==> config.mk <==
export PLATFORM = sky130hd
export DESIGN_NAME = alu_uart_ctrl_flat
export DESIGN_NICKNAME = d
export VERILOG_FILES = /design/src/rtl/alu_pkg.sv /design/src/rtl/alu_uart_ctrl_if.sv /design/src/rtl/alu_uart_ctrl_timeout_cnt.sv /design/src/rtl/alu_uart_ctrl.sv /design/src/flat_wrapper.sv
export SDC_FILE = /design/constraint.sdc
export NUM_CORES = 1
export LEC_CHECK = 0
export CAP_MARGIN = 20
export CORE_MARGIN = 2
export CORE_UTILIZATION = 49
export DETAILED_ROUTE_END_ITERATION = 16
export MAX_ROUTING_LAYER = met4
export PLACE_DENSITY_LB_ADDON = 0.05
export SYNTH_ARGS = -nofsm -noshare
export SYNTH_HDL_FRONTEND = slang
export SYNTH_SLANG_ARGS = --single-unit
export TNS_END_PERCENT = 30
==> constraint.sdc <==
create_clock -name clk -period 2 [get_ports clk]
set_input_delay 0.4 -clock clk [delete_from_list [all_inputs] [get_ports clk]]
set_output_delay 0.4 -clock clk [all_outputs]
set_load 0.01 [all_outputs]
==> src/rtl/alu_pkg.sv <==
// rtl/alu_pkg.sv - shared ALU opcodes, sequencer state encoding and opcode check
package alu_pkg;

  localparam int OP_W = 6;

  localparam logic [OP_W-1:0] OP_ADD = 6'b100000;
  localparam logic [OP_W-1:0] OP_SUB = 6'b100010;
  localparam logic [OP_W-1:0] OP_AND = 6'b100100;
  localparam logic [OP_W-1:0] OP_OR  = 6'b100101;
  localparam logic [OP_W-1:0] OP_XOR = 6'b100110;
  localparam logic [OP_W-1:0] OP_NOR = 6'b100111;
  localparam logic [OP_W-1:0] OP_SRA = 6'b000011;
  localparam logic [OP_W-1:0] OP_SRL = 6'b000010;

  typedef enum logic [2:0] {
    ST_WAIT_A,
    ST_WAIT_B,
    ST_WAIT_OP,
    ST_EXEC,
    ST_TX_RES,
    ST_WAIT_RES,
    ST_TX_FLG,
    ST_WAIT_FLG
  } state_t;

  function automatic logic op_valid(input logic [OP_W-1:0] op);
    case (op)
      OP_ADD, OP_SUB, OP_AND, OP_OR, OP_XOR, OP_NOR, OP_SRA, OP_SRL: op_valid = 1'b1;
      default: op_valid = 1'b0;
    endcase
  endfunction

endpackage

==> src/rtl/alu_uart_ctrl_if.sv <==
// rtl/alu_uart_ctrl_if.sv - UART/ALU side signals of the command sequencer
interface alu_uart_ctrl_if #(
  parameter int NB_DATA = 8,
  parameter int NB_OP   = 6
);
  logic [NB_DATA-1:0] i_rx_data;
  logic               i_rx_done;
  logic               i_tx_busy;
  logic               i_tx_done;
  logic               o_tx_start;
  logic [NB_DATA-1:0] o_tx_data;
  logic [NB_DATA-1:0] o_alu_a;
  logic [NB_DATA-1:0] o_alu_b;
  logic [NB_OP-1:0]   o_alu_op;
  logic [NB_DATA-1:0] i_alu_result;
  logic               i_alu_carry;
  logic               i_alu_zero;
  logic               o_busy;
  logic               o_err;
  logic               o_overrun;

  modport master (
    input  i_rx_data, i_rx_done, i_tx_busy, i_tx_done, i_alu_result, i_alu_carry, i_alu_zero,
    output o_tx_start, o_tx_data, o_alu_a, o_alu_b, o_alu_op, o_busy, o_err, o_overrun
  );

  modport slave (
    output i_rx_data, i_rx_done, i_tx_busy, i_tx_done, i_alu_result, i_alu_carry, i_alu_zero,
    input  o_tx_start, o_tx_data, o_alu_a, o_alu_b, o_alu_op, o_busy, o_err, o_overrun
  );
endinterface

==> src/rtl/alu_uart_ctrl_timeout_cnt.sv <==
// rtl/alu_uart_ctrl_timeout_cnt.sv - inter-byte timeout counter, saturates at LIMIT
// LIMIT of 0 disables the terminal count entirely.
module timeout_cnt #(
  parameter int unsigned LIMIT = 50000
) (
  input  logic clk,
  input  logic rst_n,
  input  logic clear,
  input  logic enable,
  output logic tc
);
  localparam int unsigned W = (LIMIT > 0) ? $clog2(LIMIT + 1) : 1;

  logic [W-1:0] count;

  always_ff @(posedge clk) begin
    if (rst_n || clear) begin
      count <= '0;
    end else if (enable && !tc) begin
      count <= count + 1'b1;
    end
  end

  assign tc = (LIMIT != 0) && (count == W'(LIMIT));
endmodule

==> src/rtl/alu_uart_ctrl.sv <==
// rtl/alu_uart_ctrl.sv - UART command sequencer feeding the combinational ALU
// Collects A, B, OP bytes, holds them on the ALU, returns result and optional flags byte.
module alu_uart_ctrl
  import alu_pkg::*;
#(
  parameter int NB_DATA     = 8,
  parameter int NB_OP       = 6,
  parameter int SEND_FLAGS  = 1,
  parameter int TIMEOUT_CYC = 50000
) (
  input logic             clk,
  input logic             rst_n,
  alu_uart_ctrl_if.master bus
);
  state_t             state, state_nx;
  logic               load_a, load_b, load_op, capture, err_set, ovr_set, tx_start;
  logic               tmo, rx_state, cnt_en;
  logic [NB_DATA-1:0] res_q;
  logic [1:0]         flg_q;

  assign rx_state = state inside {ST_WAIT_A, ST_WAIT_B, ST_WAIT_OP};
  assign cnt_en   = state inside {ST_WAIT_B, ST_WAIT_OP};

  timeout_cnt #(.LIMIT(TIMEOUT_CYC)) u_tmo (
    .clk    (clk),
    .rst_n  (rst_n),
    .clear  (bus.i_rx_done || !cnt_en),
    .enable (cnt_en),
    .tc     (tmo)
  );

  always_ff @(posedge clk) begin
    if (rst_n) state <= ST_WAIT_A;
    else       state <= state_nx;
  end

  always_comb begin
    state_nx = state;
    load_a   = 1'b0;
    load_b   = 1'b0;
    load_op  = 1'b0;
    capture  = 1'b0;
    err_set  = 1'b0;
    ovr_set  = 1'b0;
    tx_start = 1'b0;
    case (state)
      ST_WAIT_A: if (bus.i_rx_done) begin
        load_a   = 1'b1;
        state_nx = ST_WAIT_B;
      end
      ST_WAIT_B: if (bus.i_rx_done) begin
        load_b   = 1'b1;
        state_nx = ST_WAIT_OP;
      end else if (tmo) begin
        err_set  = 1'b1;
        state_nx = ST_WAIT_A;
      end
      ST_WAIT_OP: if (bus.i_rx_done) begin
        if (op_valid(OP_W'(bus.i_rx_data[NB_OP-1:0]))) begin
          load_op  = 1'b1;
          state_nx = ST_EXEC;
        end else begin
          err_set  = 1'b1;
          state_nx = ST_WAIT_A;
        end
      end else if (tmo) begin
        err_set  = 1'b1;
        state_nx = ST_WAIT_A;
      end
      ST_EXEC: begin
        capture  = 1'b1;
        state_nx = ST_TX_RES;
      end
      // Reset asserted this cycle must not leak a strobe to the serializer.
      ST_TX_RES: if (!bus.i_tx_busy && !rst_n) begin
        tx_start = 1'b1;
        state_nx = ST_WAIT_RES;
      end
      ST_WAIT_RES: if (bus.i_tx_done) state_nx = (SEND_FLAGS != 0) ? ST_TX_FLG : ST_WAIT_A;
      ST_TX_FLG: if (!bus.i_tx_busy && !rst_n) begin
        tx_start = 1'b1;
        state_nx = ST_WAIT_FLG;
      end
      ST_WAIT_FLG: if (bus.i_tx_done) state_nx = ST_WAIT_A;
      default: state_nx = ST_WAIT_A;
    endcase
    if (bus.i_rx_done && !rx_state) ovr_set = 1'b1;
  end

  always_ff @(posedge clk) begin
    if (rst_n) begin
      bus.o_alu_a   <= '0;
      bus.o_alu_b   <= '0;
      bus.o_alu_op  <= '0;
      res_q         <= '0;
      flg_q         <= '0;
      bus.o_err     <= 1'b0;
      bus.o_overrun <= 1'b0;
    end else begin
      if (load_a)  bus.o_alu_a  <= bus.i_rx_data;
      if (load_b)  bus.o_alu_b  <= bus.i_rx_data;
      if (load_op) bus.o_alu_op <= bus.i_rx_data[NB_OP-1:0];
      if (capture) begin
        res_q <= bus.i_alu_result;
        flg_q <= {bus.i_alu_carry, bus.i_alu_zero};
      end
      bus.o_err     <= err_set;
      bus.o_overrun <= ovr_set;
    end
  end

  assign bus.o_tx_start = tx_start;
  assign bus.o_tx_data  = (state inside {ST_TX_FLG, ST_WAIT_FLG})
                          ? {{(NB_DATA-2){1'b0}}, flg_q} : res_q;
  assign bus.o_busy     = (state != ST_WAIT_A);
endmodule

==> src/flat_wrapper.sv <==
// flat-port wrapper written by rule: the top's interface ports become plain ports
module alu_uart_ctrl_flat import alu_pkg::*;
#(
  parameter int NB_DATA     = 8,
  parameter int NB_OP       = 6,
  parameter int SEND_FLAGS  = 1,
  parameter int TIMEOUT_CYC = 50000
)
  (clk, rst_n, bus_i_rx_data, bus_i_rx_done, bus_i_tx_busy, bus_i_tx_done, bus_i_alu_result, bus_i_alu_carry, bus_i_alu_zero, bus_o_tx_start, bus_o_tx_data, bus_o_alu_a, bus_o_alu_b, bus_o_alu_op, bus_o_busy, bus_o_err, bus_o_overrun);
  alu_uart_ctrl_if #(.NB_DATA(NB_DATA), .NB_OP(NB_OP)) bus_i ();
  input logic clk;
  input logic rst_n;
  input wire logic [$bits(bus_i.i_rx_data)-1:0] bus_i_rx_data;
  input wire logic [$bits(bus_i.i_rx_done)-1:0] bus_i_rx_done;
  input wire logic [$bits(bus_i.i_tx_busy)-1:0] bus_i_tx_busy;
  input wire logic [$bits(bus_i.i_tx_done)-1:0] bus_i_tx_done;
  input wire logic [$bits(bus_i.i_alu_result)-1:0] bus_i_alu_result;
  input wire logic [$bits(bus_i.i_alu_carry)-1:0] bus_i_alu_carry;
  input wire logic [$bits(bus_i.i_alu_zero)-1:0] bus_i_alu_zero;
  output wire logic [$bits(bus_i.o_tx_start)-1:0] bus_o_tx_start;
  output wire logic [$bits(bus_i.o_tx_data)-1:0] bus_o_tx_data;
  output wire logic [$bits(bus_i.o_alu_a)-1:0] bus_o_alu_a;
  output wire logic [$bits(bus_i.o_alu_b)-1:0] bus_o_alu_b;
  output wire logic [$bits(bus_i.o_alu_op)-1:0] bus_o_alu_op;
  output wire logic [$bits(bus_i.o_busy)-1:0] bus_o_busy;
  output wire logic [$bits(bus_i.o_err)-1:0] bus_o_err;
  output wire logic [$bits(bus_i.o_overrun)-1:0] bus_o_overrun;
  assign bus_i.i_rx_data = bus_i_rx_data;
  assign bus_i.i_rx_done = bus_i_rx_done;
  assign bus_i.i_tx_busy = bus_i_tx_busy;
  assign bus_i.i_tx_done = bus_i_tx_done;
  assign bus_i.i_alu_result = bus_i_alu_result;
  assign bus_i.i_alu_carry = bus_i_alu_carry;
  assign bus_i.i_alu_zero = bus_i_alu_zero;
  assign bus_o_tx_start = bus_i.o_tx_start;
  assign bus_o_tx_data = bus_i.o_tx_data;
  assign bus_o_alu_a = bus_i.o_alu_a;
  assign bus_o_alu_b = bus_i.o_alu_b;
  assign bus_o_alu_op = bus_i.o_alu_op;
  assign bus_o_busy = bus_i.o_busy;
  assign bus_o_err = bus_i.o_err;
  assign bus_o_overrun = bus_i.o_overrun;
  alu_uart_ctrl #(.NB_DATA(NB_DATA), .NB_OP(NB_OP), .SEND_FLAGS(SEND_FLAGS), .TIMEOUT_CYC(TIMEOUT_CYC)) u_core (.clk(clk), .rst_n(rst_n), .bus(bus_i));
endmodule
# ---- Word-level counts from Yosys, hierarchy flattened
# Index checks and enable logic that the tools add are counted.
dict set report word_totals {
  out_inout_bits 34
  latch_bits 0
  reg_bits 53
  wordCells 78
  mem_count 0
  mem_bits_rw 0
  romBits 0
  input_bits 23
}
dict set report op_classes {
  n_eq_ne 21
  muxes 29
  n_lt_le_gt_ge 0
  mul 0
  n_reduce_logical 18
  bitwise_logic 0
  n_shift 0
  n_div 0
  add_sub_neg 1
}
# cell count
set ops {}
lappend ops {{$eq 6x6->1 const B} 6}
lappend ops {{$mux 3} 8}
lappend ops {{$pmux 3 s8} 1}
lappend ops {{$mux 1} 17}
lappend ops {{$add 16x1->16 const B} 1}
lappend ops {{$eq 16x16->1 const B} 1}
lappend ops {{$eq 3x3->1 const B} 4}
lappend ops {{$eq 6x2->1 const B} 2}
lappend ops {{$mux 8} 1}
lappend ops {{$reduce_or 8->1} 1}
lappend ops {{$eq 3x2->1 const B} 2}
lappend ops {{$ne 2x2->1 const B} 3}
lappend ops {{$reduce_bool 3->1} 2}
lappend ops {{$logic_not 1->1} 5}
lappend ops {{$reduce_and 5->1} 1}
lappend ops {{$ne 2x1->1 const B} 2}
lappend ops {{$reduce_bool 2->1} 2}
lappend ops {{$eq 3x1->1 const B} 1}
lappend ops {{$logic_and 1x1->1} 3}
lappend ops {{$logic_not 3->1} 1}
lappend ops {{$logic_or 1x1->1} 2}
lappend ops {{$mux 2} 1}
lappend ops {{$pmux 1 s2} 1}
lappend ops {{$reduce_or 2->1} 1}

# ---- Logic depth before layout (Yosys ltp)
# Gate-level depths: netlist of the first run.
dict set report logic_depth {
  word_depth 8
  depth_mapped 6
}

# ---- Modules after synthesis
# From an unflattened synthesis of the first run, not the netlist that was laid out.
dict set report unflattened {
  hier_cells 287
  area_unflattened_um2 2418.6
}
# module area_each_um2 instances cells_per_inst seq_area_each_um2
set modules_own_cells {}
lappend modules_own_cells {alu_uart_ctrl 1604.0 1 190 740.7}
lappend modules_own_cells {timeout_cnt 814.5 1 97 320.3}

# ---- Worst setup path before layout of the first run
# Ideal clock, no wire load.
dict set report synth_path {
  path_type {reg2reg}
  from {register u_core.state[2]}
  to {register u_core.u_tmo.count[15]}
  arrival_time_ns 1.510
  n_path_buf 0
  path_stages_with_launch 5
  path_slack_ns 0.372
  period_less_slack_ns 1.628
  path_cell_list {dfxtp_1 nand4b_1 or3_1 or4_1 mux2i_1}
}
dict set report synth_between {
  elab_chain_len 5
}
# element line
set synth_lines {}
lappend synth_lines {{from (decl)} alu_uart_ctrl.sv:15} ;# state_t state, state_nx;
lappend synth_lines {{from (signal assigned)} alu_uart_ctrl.sv:34} ;# else state <= state_nx;
lappend synth_lines {{$eq 3x1->1 or $eq 3x2->1 (tied branches)} alu_uart_ctrl.sv:22} ;# assign cnt_en = state inside {ST_WAIT_B, ST_WAIT_OP};
lappend synth_lines {{$reduce_bool 2->1 *} alu_uart_ctrl.sv:22}
lappend synth_lines {{$logic_not 1->1} alu_uart_ctrl.sv:27} ;# .clear (bus.i_rx_done || !cnt_en),
lappend synth_lines {{$logic_or 1x1->1} alu_uart_ctrl.sv:27}
lappend synth_lines {{$logic_or 1x1->1} alu_uart_ctrl_timeout_cnt.sv:17} ;# if (rst_n || clear) begin
lappend synth_lines {{to (signal assigned)} alu_uart_ctrl_timeout_cnt.sv:20} ;# count <= count + 1'b1;
lappend synth_lines {{to (decl)} alu_uart_ctrl_timeout_cnt.sv:14} ;# logic [W-1:0] count;
# Mark *: on every way between the ends. The rest lies on a longest branch, timed or not.
# A chain may end at the register's enable or synchronous reset.

# ---- Worst setup path in the final report of the first run
dict set report layout_path {
  from {register u_core.state[1]}
  to {output bus_o_tx_data[4]}
}
dict set report layout_between {
  elab_chain_len 3
}
# element line
set layout_lines {}
lappend layout_lines {{$eq 3x3->1} alu_uart_ctrl.sv:113} ;# assign bus.o_tx_data = (state inside {ST_TX_FLG, ST_WAIT_FLG})
lappend layout_lines {{$reduce_bool 2->1 *} alu_uart_ctrl.sv:113}
lappend layout_lines {{$mux 8 *} alu_uart_ctrl.sv:114} ;# ? {{(NB_DATA-2){1'b0}}, flg_q} : res_q;
lappend layout_lines {{to (decl)} flat_wrapper.sv:21} ;# output wire logic [$bits(bus_i.o_tx_data)-1:0] bus_o_tx_data;
# Marked as above.

==> flow_summary_export.csv, run 1 <==
group,metric,value,unit
global_routing,gr-total-overflow,0,
pwr,ir_drop,0.000460,V
pwr,clkPwrFrac,0.343,
timing,worst_pin_slew,443,ps
placement,dpl.cell_count,392,
cells_and_area,drive_above_1_share,0.112,
detailed_routing,postRouteAntennaNets,0,
timing,finalHoldViolations,0,
worst_setup_path,cp.arrival,1450,ps
synth,synth_area_leader_cell,"dfxtp_1",
pwr,power.internal,1.67,mW
detailed_routing,finalWirelength,5390,µm
synth,synth_seq_cells,53,
detailed_routing,drc,0,
synth,synthDistinctLibCells,37,
synth,synth.yosys.seq_area_share,0.462,
worst_setup_path,reg2reg_from,"u_core.state[0]",
hold_path,worstHoldStart,"u_core.res_q[3]",
floorplan,start_util,0.517,
global_routing,grt_max_degree,29,
synth,synth-edff-count,0,
detailed_routing,vias,2108,
pwr,p_per_area,697,nW/µm²
hold_path,hold_depth,2,
synth,synth_top_area_share,0.462,
cells_and_area,fin_cells,400,
synth,synth.most_common_cell,"nand2_1",
cts,cts_tree,"done",
placement,place_area,3050,µm²
detailed_routing,wl_per_cell,13.5,µm
timing,post-route-period-util,0.925,
floorplan,fp.dieH,72.5,µm
cts,clk_pin_slew,90,ps
synth,synth_common_cells,"55 x nand2_1, 53 x dfxtp_1, 25 x a21oi_1",
cts,root_buffer,"clkbuf_8",
cts,cts.sinks,53,
run,maxCapViolCount,0,
timing,layout_min_cycle_time,1850,ps
worst_setup_path,worstSetupStartpointType,"register",
worst_setup_path,r2r_slack,230,ps
timing,drv_slew,0,
floorplan,num_rows,24,
timing,max_freq,541,MHz
synth,syn_nets,297,
synth,netlist_area,2300,µm²
timing,relSlewSlack,0.702,
synth,postSynthAreaPerCell,8.45,µm²
detailed_routing,vias_per_cell,5.27,
floorplan,dieArea,5250,µm²
hold_path,hold_path_end,"u_core.res_q[3]",
worst_setup_path,required,1600,ps
cells_and_area,num-nets-final,372,
timing,setup_viol,0,
worst_setup_path,cp_max_fo,8,
synth,yosysWarnings,0,
placement,portBuffers,56,
floorplan,boundaryPins,57,
cells_and_area,diodes,0,
cts,clock_path_buffers,2,
pwr,leakage,1.15,nW
global_routing,grt_usage,0.228,
floorplan,die_w,72.5,µm
hold_path,hold_class,"register to register",
synth,async_reset_ff_frac,0,
pwr,p_comb_frac,0.156,
timing,rsz0062_at_grt,"no",
worst_setup_path,worstSetupPathType,"register to primary output",
global_routing,grt_pass1_wl,9180,µm
worst_setup_path,end_kind,"primary output",
global_routing,antenna_found_initial,0,
pwr,seqPwrFrac,0.501,
cells_and_area,finish.utilization,0.716,
synth,ys_top_cells_by_area,"dfxtp_1 46%, nand2_1 9.0%, mux2i_1 6.5%",
cells_and_area,area_growth,38.5,%
worst_setup_path,reg2reg_depth,4,
cells_and_area,fin_area,3180,µm²
placement,dpl.hpwl,3910,µm
pwr,p_switching,0.544,mW
placement,gp_congestion,0.849,
worst_setup_path,r2r-end,"u_core.u_tmo.count[15]",
detailed_routing,drt_iter0_markers,109,
synth,syn_inst,272,
timing,fin_worst_skew,6.30,ps
floorplan,core_area,4440,µm²
cts,insertion_delay,310,ps
cts,cts_buffers,5,
global_routing,grt_pass1_vias,2044,
timing,whs,456,ps
pwr,p_sw_frac,0.245,
detailed_routing,first_pass_iters,4,
outcome,run_status,"finished, final reports clean",
synth,ys.flop_type,"dfxtp_1",
cts,cts_hold_repair.buffers,0,
cts,h-tree-depth,2,
[final cells by class]
class	count	area [µm²]
clock buffers	6	82.6
clock inverters	2	37.5
repair buffers	79	732
multi-input cells	201	1170
inverters	7	26.3
well taps	52	65.1
flip-flops and latches	53	1060
fillers	370	1260
[metrics by stage]
stage | power, mW | worst slack, ps | TNS (ps)
2_1_floorplan | 1.30 | 372 | 0
3_3_place_gp | 1.48 | -50.2 | -50.2
3_5_place_dp | 1.48 | -26.4 | -26.4
4_1_cts | 2.24 | 30.8 | 0
5_1_grt | 2.31 | 65.6 | 0
6_report | 2.22 | 151 | 0
[power by group through the flow]
stage	Sequential [mW]	Clock [mW]	Combinational, mW
after detailed placement	1.14	0	0.347
after floorplan	1.14	0	0.153
after CTS	1.11	0.778	0.349
after global routing	1.12	0.814	0.383
after global placement	1.13	0	0.345
final	1.11	0.760	0.346
[worst max-delay path, cell delays in order, from the launching register on]
cell and delay, ps:
dfxtp_2 410, nand2_4 100, and2_1 160, clkdlybuf4s50_1 470
[worst max path at each step]
stage	endpoint	depth (start not counted)	startpoint
after floorplan	u_core.u_tmo.count[15]	4	u_core.state[2]
after global placement	bus_o_tx_start	3	rst_n
after detailed placement	bus_o_tx_start	3	rst_n
after CTS	bus_o_busy	2	u_core.state[0]
after global routing	bus_o_tx_data[2]	3	u_core.state[1]
final	bus_o_tx_data[4]	3	u_core.state[1]
[cells by family after synthesis]
family                     after synthesis  synth area share
adders and majority gates                2            0.0109
DFF                                     53             0.462
buffers and inverters                   18            0.0305
AOI/OAI and AO/OA                       40             0.105
xor gates and xnor gates                 8            0.0305
and+or+nand+nor                        134             0.286
muxes                                   17            0.0752
[routing by layer]
metal | up-vias | global-route usage | share of wire
li1 | 1093 | - | -
met3 | 8 | 0.0639 | 0.062
met1 | 943 | 0.297 | 0.50
met5 | - | - | 0
met4 | 0 | 0.0802 | 0.015
met2 | 64 | 0.339 | 0.43
[flip-flops by register name, summed over array words and instances (netlist names)]
| signal | flops |
|---|---|
| u_core.bus.o_overrun | 1 |
| u_core.u_tmo.count | 16 |
| u_core.bus.o_alu_a | 8 |
| u_core.state | 3 |
| u_core.res_q | 8 |
| u_core.bus.o_err | 1 |
| u_core.flg_q | 2 |
| u_core.bus.o_alu_op | 6 |
| u_core.bus.o_alu_b | 8 |
[what timing repair did]
item / 4_1_cts / 5_1_grt
resized for setup: 7 / 1
setup endpoints to repair: 9 / 1
buffers inserted: 0 / 0
[placed cells by master (no fill, tap or decap), drive strengths merged, types with 2 or more instances in the layout]
cell type and n:
nand2 55, nand3 6, ha 2, nor3b 3
nor4 5, buf 23, nor3 6, inv 6
nand2b 4, clkdlybuf4s50 52, nand4 5, or3 7
a2111oi 2, a21oi 25, o21ai 5, nand3b 2
mux2 2, nor4b 3, and2 7, nor2 24
clkbuf 6, mux2i 15, xnor2 8, a211o 3
dlygate4sd2 3, dfxtp 53, or4 3
Note: power is estimated with default switching activity, not from simulation.
==> inputs of run 2 (changes only) <==
--- a/config.mk
+++ b/config.mk
@@ -7,8 +7,9 @@
 export LEC_CHECK = 0
 export CAP_MARGIN = 20
 export CORE_MARGIN = 2
-export CORE_UTILIZATION = 49
+export CORE_UTILIZATION = 50
 export DETAILED_ROUTE_END_ITERATION = 16
+export DONT_BUFFER_PORTS = 1
 export MAX_ROUTING_LAYER = met4
 export PLACE_DENSITY_LB_ADDON = 0.05
 export SYNTH_ARGS = -nofsm -noshare
==> run 2 against run 1 <==
  * Count of clock-buffer cells in the layout increased by 1
  * Utilization shrank 14 points
  * Non-clock buffer count down 67
  * Cell count decreased by 17%
  * Final area down 21%
  * Routed wire length down 7.4%
  * First-iteration DRC count shrank 34%
  * Largest power group unchanged
  * Via count is 10% lower
  * Fmax shrank 0.79%
==> flow_summary_export.csv, run 2 (synthesis results as in run 1) <==
group,metric,value,unit
cells_and_area,layout_common_cells,"55 x nand2_1, 52 x dfxtp_1, 25 x a21oi_1, 23 x nor2_1, 15 x mux2i_1",
pwr,leakage,0.851,nW
cells_and_area,layout_commonest_cell,"nand2_1",
pwr,ir_drop,0.000415,V
cts,h-tree-depth,2,
timing,setup_slack,136,ps
worst_setup_path,worstSetupPathType,"register to primary output",
detailed_routing,finalWirelength,4990,µm
timing,post-route-period-util,0.932,
cells_and_area,area_growth,9.48,%
global_routing,grt_usage,0.212,
global_routing,grt_pass1_vias,1797,
hold_path,hold_class,"input pin to register",
cells_and_area,finish.utilization,0.574,
timing,fin_worst_skew,9.15,ps
floorplan,boundaryPins,57,
cts,cts_buffers,5,
worst_setup_path,slowest_stage,"mux2_2",
cts,root_buffer,"clkbuf_8",
run,maxCapViolCount,0,
floorplan,die_w,71.8,µm
detailed_routing,first_pass_iters,4,
cts,cts.sinks,53,
detailed_routing,drt_iter0_markers,72,
worst_setup_path,cp.arrival,1460,ps
cts,insertion_delay,310,ps
placement,gp_congestion,0.824,
global_routing,grt_pass1_wl,8370,µm
worst_setup_path,end_kind,"primary output",
cells_and_area,regMostFlops,"u_core.u_tmo.count",
detailed_routing,wl_per_cell,15.0,µm
worst_setup_path,worstSetupStartpointType,"register",
global_routing,grt_max_degree,36,
floorplan,dieArea,5150,µm²
worst_setup_path,path_cells,"buf_4 -> nand2_1 -> mux2_2",
worst_setup_path,cp_max_fo,11,
placement,dpl.hpwl,3590,µm
timing,relSlewSlack,0.655,
timing,layout_min_cycle_time,1860,ps
placement,portBuffers,0,
timing,worst_pin_slew,513,ps
global_routing,gr-total-overflow,0,
detailed_routing,vias,1888,
detailed_routing,drc,0,
pwr,finalPower,1.99,mW
cells_and_area,fillers,423,
worst_setup_path,required,1600,ps
floorplan,core_area,4380,µm²
detailed_routing,vias_per_cell,5.67,
timing,whs,145,ps
timing,setup_viol,0,
cts,clk_pin_slew,100,ps
cells_and_area,diodes,0,
cells_and_area,largest_reg_flops,16,
floorplan,num_rows,24,
cts,clock_path_buffers,2,
timing,rsz0062_at_grt,"no",
timing,drv_slew,0,
outcome,run_status,"finished, final reports clean",
timing,max_freq,537,MHz
global_routing,antenna_found_initial,0,
cts,cts_tree,"done",
placement,dp_slack,274,ps
timing,finalHoldViolations,0,
floorplan,start_util,0.524,
detailed_routing,postRouteAntennaNets,0,
cts,cts_hold_repair.buffers,0,
cells_and_area,drive_above_1_share,0.0925,
worst_setup_path,max_stage_delay,410,ps
floorplan,fp.dieH,71.8,µm
cells_and_area,num-nets-final,305,
timing,fin_setup_tns,0,ps
pwr,p_per_area,790,nW/µm²
==> run 2: routing by layer <==
metal  up-vias  share of wire  global-route usage  wire length (µm)
met5         -              0                   -                 0
met4         0          0.012              0.0734                58
met3         6          0.066              0.0619               329
met2        48           0.46               0.327              2320
met1       871           0.46               0.267              2280
li1        963              -                   -                 -
==> run 2: worst paths after layout <==
check | startpoint | endpoint | slack, ps | cells past startpoint
setup / recovery | u_core.state[2] | bus_o_tx_data[1] | 140 | 3
setup reg to reg | u_core.u_tmo.count[3] | u_core.u_tmo.count[15] | 290 | 4
hold / removal | rst_n | u_core.bus.o_alu_a[7] | 150 | 1
hold reg to reg | u_core.res_q[5] | u_core.res_q[5] | 450 | 2
==> run 2: stage by stage <==
stage          std cells  area, µm²
6_report             333       2510
2_1_floorplan        272       2300
4_1_cts              333       2510
5_1_grt              333       2510
3_3_place_gp         325       2410
3_5_place_dp         325       2410
==> run 2: area by class of cell <==
| type | count | area, µm² | share of cell area |
|---|---|---|---|
| Inverter | 7 | 26.3 | 0.0104 |
| Timing Repair Buffer | 12 | 90.1 | 0.0358 |
| Clock inverter | 1 | 8.76 | 0.00348 |
| Tap cell | 52 | 65.1 | 0.0259 |
| Multi-Input combinational cell | 201 | 1170 | 0.464 |
| Sequential cell | 53 | 1060 | 0.422 |
| Clock buffer | 7 | 96.3 | 0.0383 |
==> run 2: worst max-delay path: cells and delay by family, from the launching register on <==
kind,cells,cell delay (ps)
simple gates,1,210
mux,1,410
flops,1,380
buf+inv,1,160
==> run 2: report_power, final <==
part / leakage (nW) / switching (mW) / internal (mW)
clock: 0.0549 / 0.354 / 0.320
sequential: 0.430 / 0.0342 / 1.09
combinational: 0.367 / 0.115 / 0.0757
total: 0.851 / 0.503 / 1.48
==> run 2: repair_timing <==
| action | CTS | global route |
|---|---|---|
| endpoints found under the setup margin | 0 | 3 |
| gates resized for setup | 0 | 1 |
| buffers inserted | 0 | 0 |
==> inputs of run 3 (changes only) <==
--- a/config.mk
+++ b/config.mk
@@ -12,6 +12,7 @@
 export DONT_BUFFER_PORTS = 1
 export MAX_ROUTING_LAYER = met4
 export PLACE_DENSITY_LB_ADDON = 0.05
+export REMOVE_ABC_BUFFERS = 1
 export SYNTH_ARGS = -nofsm -noshare
 export SYNTH_HDL_FRONTEND = slang
 export SYNTH_SLANG_ARGS = --single-unit
==> run 3 against run 2 <==
  * Setup slack improved by 22 ps
  * Critical path depth stayed put
  * Flip-flop and latch count unchanged
  * First-iteration DRC count increased by 39%
  * Combinational power grew 4%
  * Sequential share of layout area fell by 0.40 points
  * Fmax rose by 1.2%
  * Largest cell class unchanged
  * Highest routed layer unchanged
==> flow_summary_export.csv, run 3 (synthesis results as in run 1) <==
group,metric,value,unit
outcome,run_status,"finished, final reports clean",
placement,gp_congestion,0.810,
cells_and_area,regMostFlops,"u_core.u_tmo.count",
placement,place_area,2420,µm²
hold_path,hold_class,"input pin to register",
cts,h-tree-depth,2,
cells_and_area,finish.utilization,0.578,
global_routing,antenna_found_initial,0,
hold_path,hold_depth,1,
cells_and_area,area_growth,10.4,%
global_routing,grt_max_degree,36,
cts,cts_hold_repair.buffers,0,
global_routing,grt_usage,0.212,
detailed_routing,vias_per_cell,5.62,
worst_setup_path,max_stage_delay,400,ps
timing,relSlewSlack,0.669,
placement,dpl.hpwl,3560,µm
timing,max_freq,543,MHz
worst_setup_path,end_kind,"primary output",
worst_setup_path,startpoint,"u_core.state[2]",
timing,post-route-period-util,0.921,
placement,portBuffers,0,
global_routing,gr-total-overflow,0,
pwr,leakage,0.858,nW
cts,cts.sinks,53,
cts,insertion_delay,310,ps
detailed_routing,vias,1878,
placement,dpl.cell_count,326,
cts,cts_buffers,5,
pwr,p_per_area,818,nW/µm²
timing,layout_min_cycle_time,1840,ps
worst_setup_path,reg2reg_from,"u_core.u_tmo.count[0]",
hold_path,worstHoldStart,"rst_n",
detailed_routing,finalWirelength,4960,µm
worst_setup_path,cp.arrival,1440,ps
cells_and_area,drive_above_1_share,0.0922,
floorplan,dieArea,5150,µm²
worst_setup_path,r2r_slack,210,ps
worst_setup_path,worstSetupStartpointType,"register",
worst_setup_path,cp_max_fo,10,
detailed_routing,postRouteAntennaNets,0,
floorplan,fp.dieH,71.8,µm
worst_setup_path,path_cells,"buf_4 -> nand2_1 -> mux2_2",
worst_setup_path,slowest_stage,"mux2_2",
global_routing,grt_pass1_wl,8420,µm
pwr,ir_drop,0.000452,V
cells_and_area,num-nets-final,306,
timing,worst_pin_slew,484,ps
timing,setup_slack,158,ps
detailed_routing,drt_iter0_markers,100,
worst_setup_path,reg2reg_depth,6,
cts,cts_resized,0,
detailed_routing,drc,0,
cts,clock_path_buffers,2,
timing,finalHoldViolations,0,
cts,root_buffer,"clkbuf_8",
placement,dp_slack,234,ps
global_routing,grt_pass1_vias,1788,
floorplan,num_rows,24,
timing,fin_worst_skew,5.36,ps
run,maxCapViolCount,0,
cells_and_area,layout_common_cells,"55 x nand2_1, 53 x dfxtp_1, 25 x a21oi_1, 23 x nor2_1, 15 x mux2i_1",
timing,fin_setup_tns,0,ps
hold_path,hold_path_end,"u_core.bus.o_alu_a[1]",
timing,setup_viol,0,
detailed_routing,wl_per_cell,14.8,µm
worst_setup_path,worstSetupPathType,"register to primary output",
floorplan,core_area,4380,µm²
detailed_routing,first_pass_iters,4,
cts,cts_tree,"done",
worst_setup_path,required,1600,ps
worst_setup_path,r2r-end,"u_core.state[1]",
floorplan,boundaryPins,57,
cts,cts_setup_buffers,0,
cells_and_area,largest_reg_flops,16,
timing,rsz0062_at_grt,"no",
cells_and_area,diodes,0,
cts,clk_pin_slew,90,ps
floorplan,start_util,0.524,
floorplan,die_w,71.8,µm
cells_and_area,fin_area,2540,µm²
timing,drv_slew,0,
cells_and_area,fin_cells,334,
cells_and_area,layout_commonest_cell,"nand2_1",
-- run 3: critical path, delay by kind of cell (launching register included) --
| family | cells | cell delay, ps |
|---|---|---|
| muxes | 1 | 400 |
| DFF | 1 | 350 |
| and+or+nand+nor | 1 | 210 |
| buffers and inverters | 1 | 180 |
-- run 3: metrics by stage --
stage / hold WS, ps / total power [mW]
after detailed placement: 436 / 1.34
after global routing: 132 / 2.16
final: 148 / 2.08
after global placement: 432 / 1.34
after CTS: 138 / 2.09
after floorplan: 426 / 1.28
-- run 3: power by group --
group          leakage, nW  internal, mW  switching (mW)
Sequential           0.429          1.09          0.0332
Clock               0.0574         0.407           0.349
Combinational        0.372        0.0782           0.119
-- run 3: area by class of cell --
| type | count | area [µm²] |
|---|---|---|
| Inverter | 7 | 26.3 |
| Timing Repair Buffer | 13 | 97.6 |
| Multi-Input combinational cell | 201 | 1170 |
| Fill cell | 418 | 1850 |
| Clock inverter | 2 | 37.5 |
| Sequential cell | 53 | 1060 |
| Clock buffer | 6 | 82.6 |
| Tap cell | 52 | 65.1 |
-- run 3: worst max-delay path by stage --
stage,slack [ps],cells past startpoint,to
4_1_cts,130,3,bus_o_tx_data[0]
3_5_place_dp,230,6,u_core.state[1]
2_1_floorplan,110,4,u_core.u_tmo.count[15]
3_3_place_gp,360,6,u_core.state[1]
5_1_grt,40,6,u_core.state[1]
6_report,160,3,bus_o_tx_data[0]
-- run 3: per-layer routing --
| metal | up-vias | global-route usage | wire length (µm) |
|---|---|---|---|
| li1 | 962 | - | - |
| met1 | 856 | 0.288 | 2310 |
| met2 | 54 | 0.308 | 2220 |
| met3 | 6 | 0.0647 | 371 |
| met4 | 0 | 0.0587 | 57 |
| met5 | - | - | 0 |
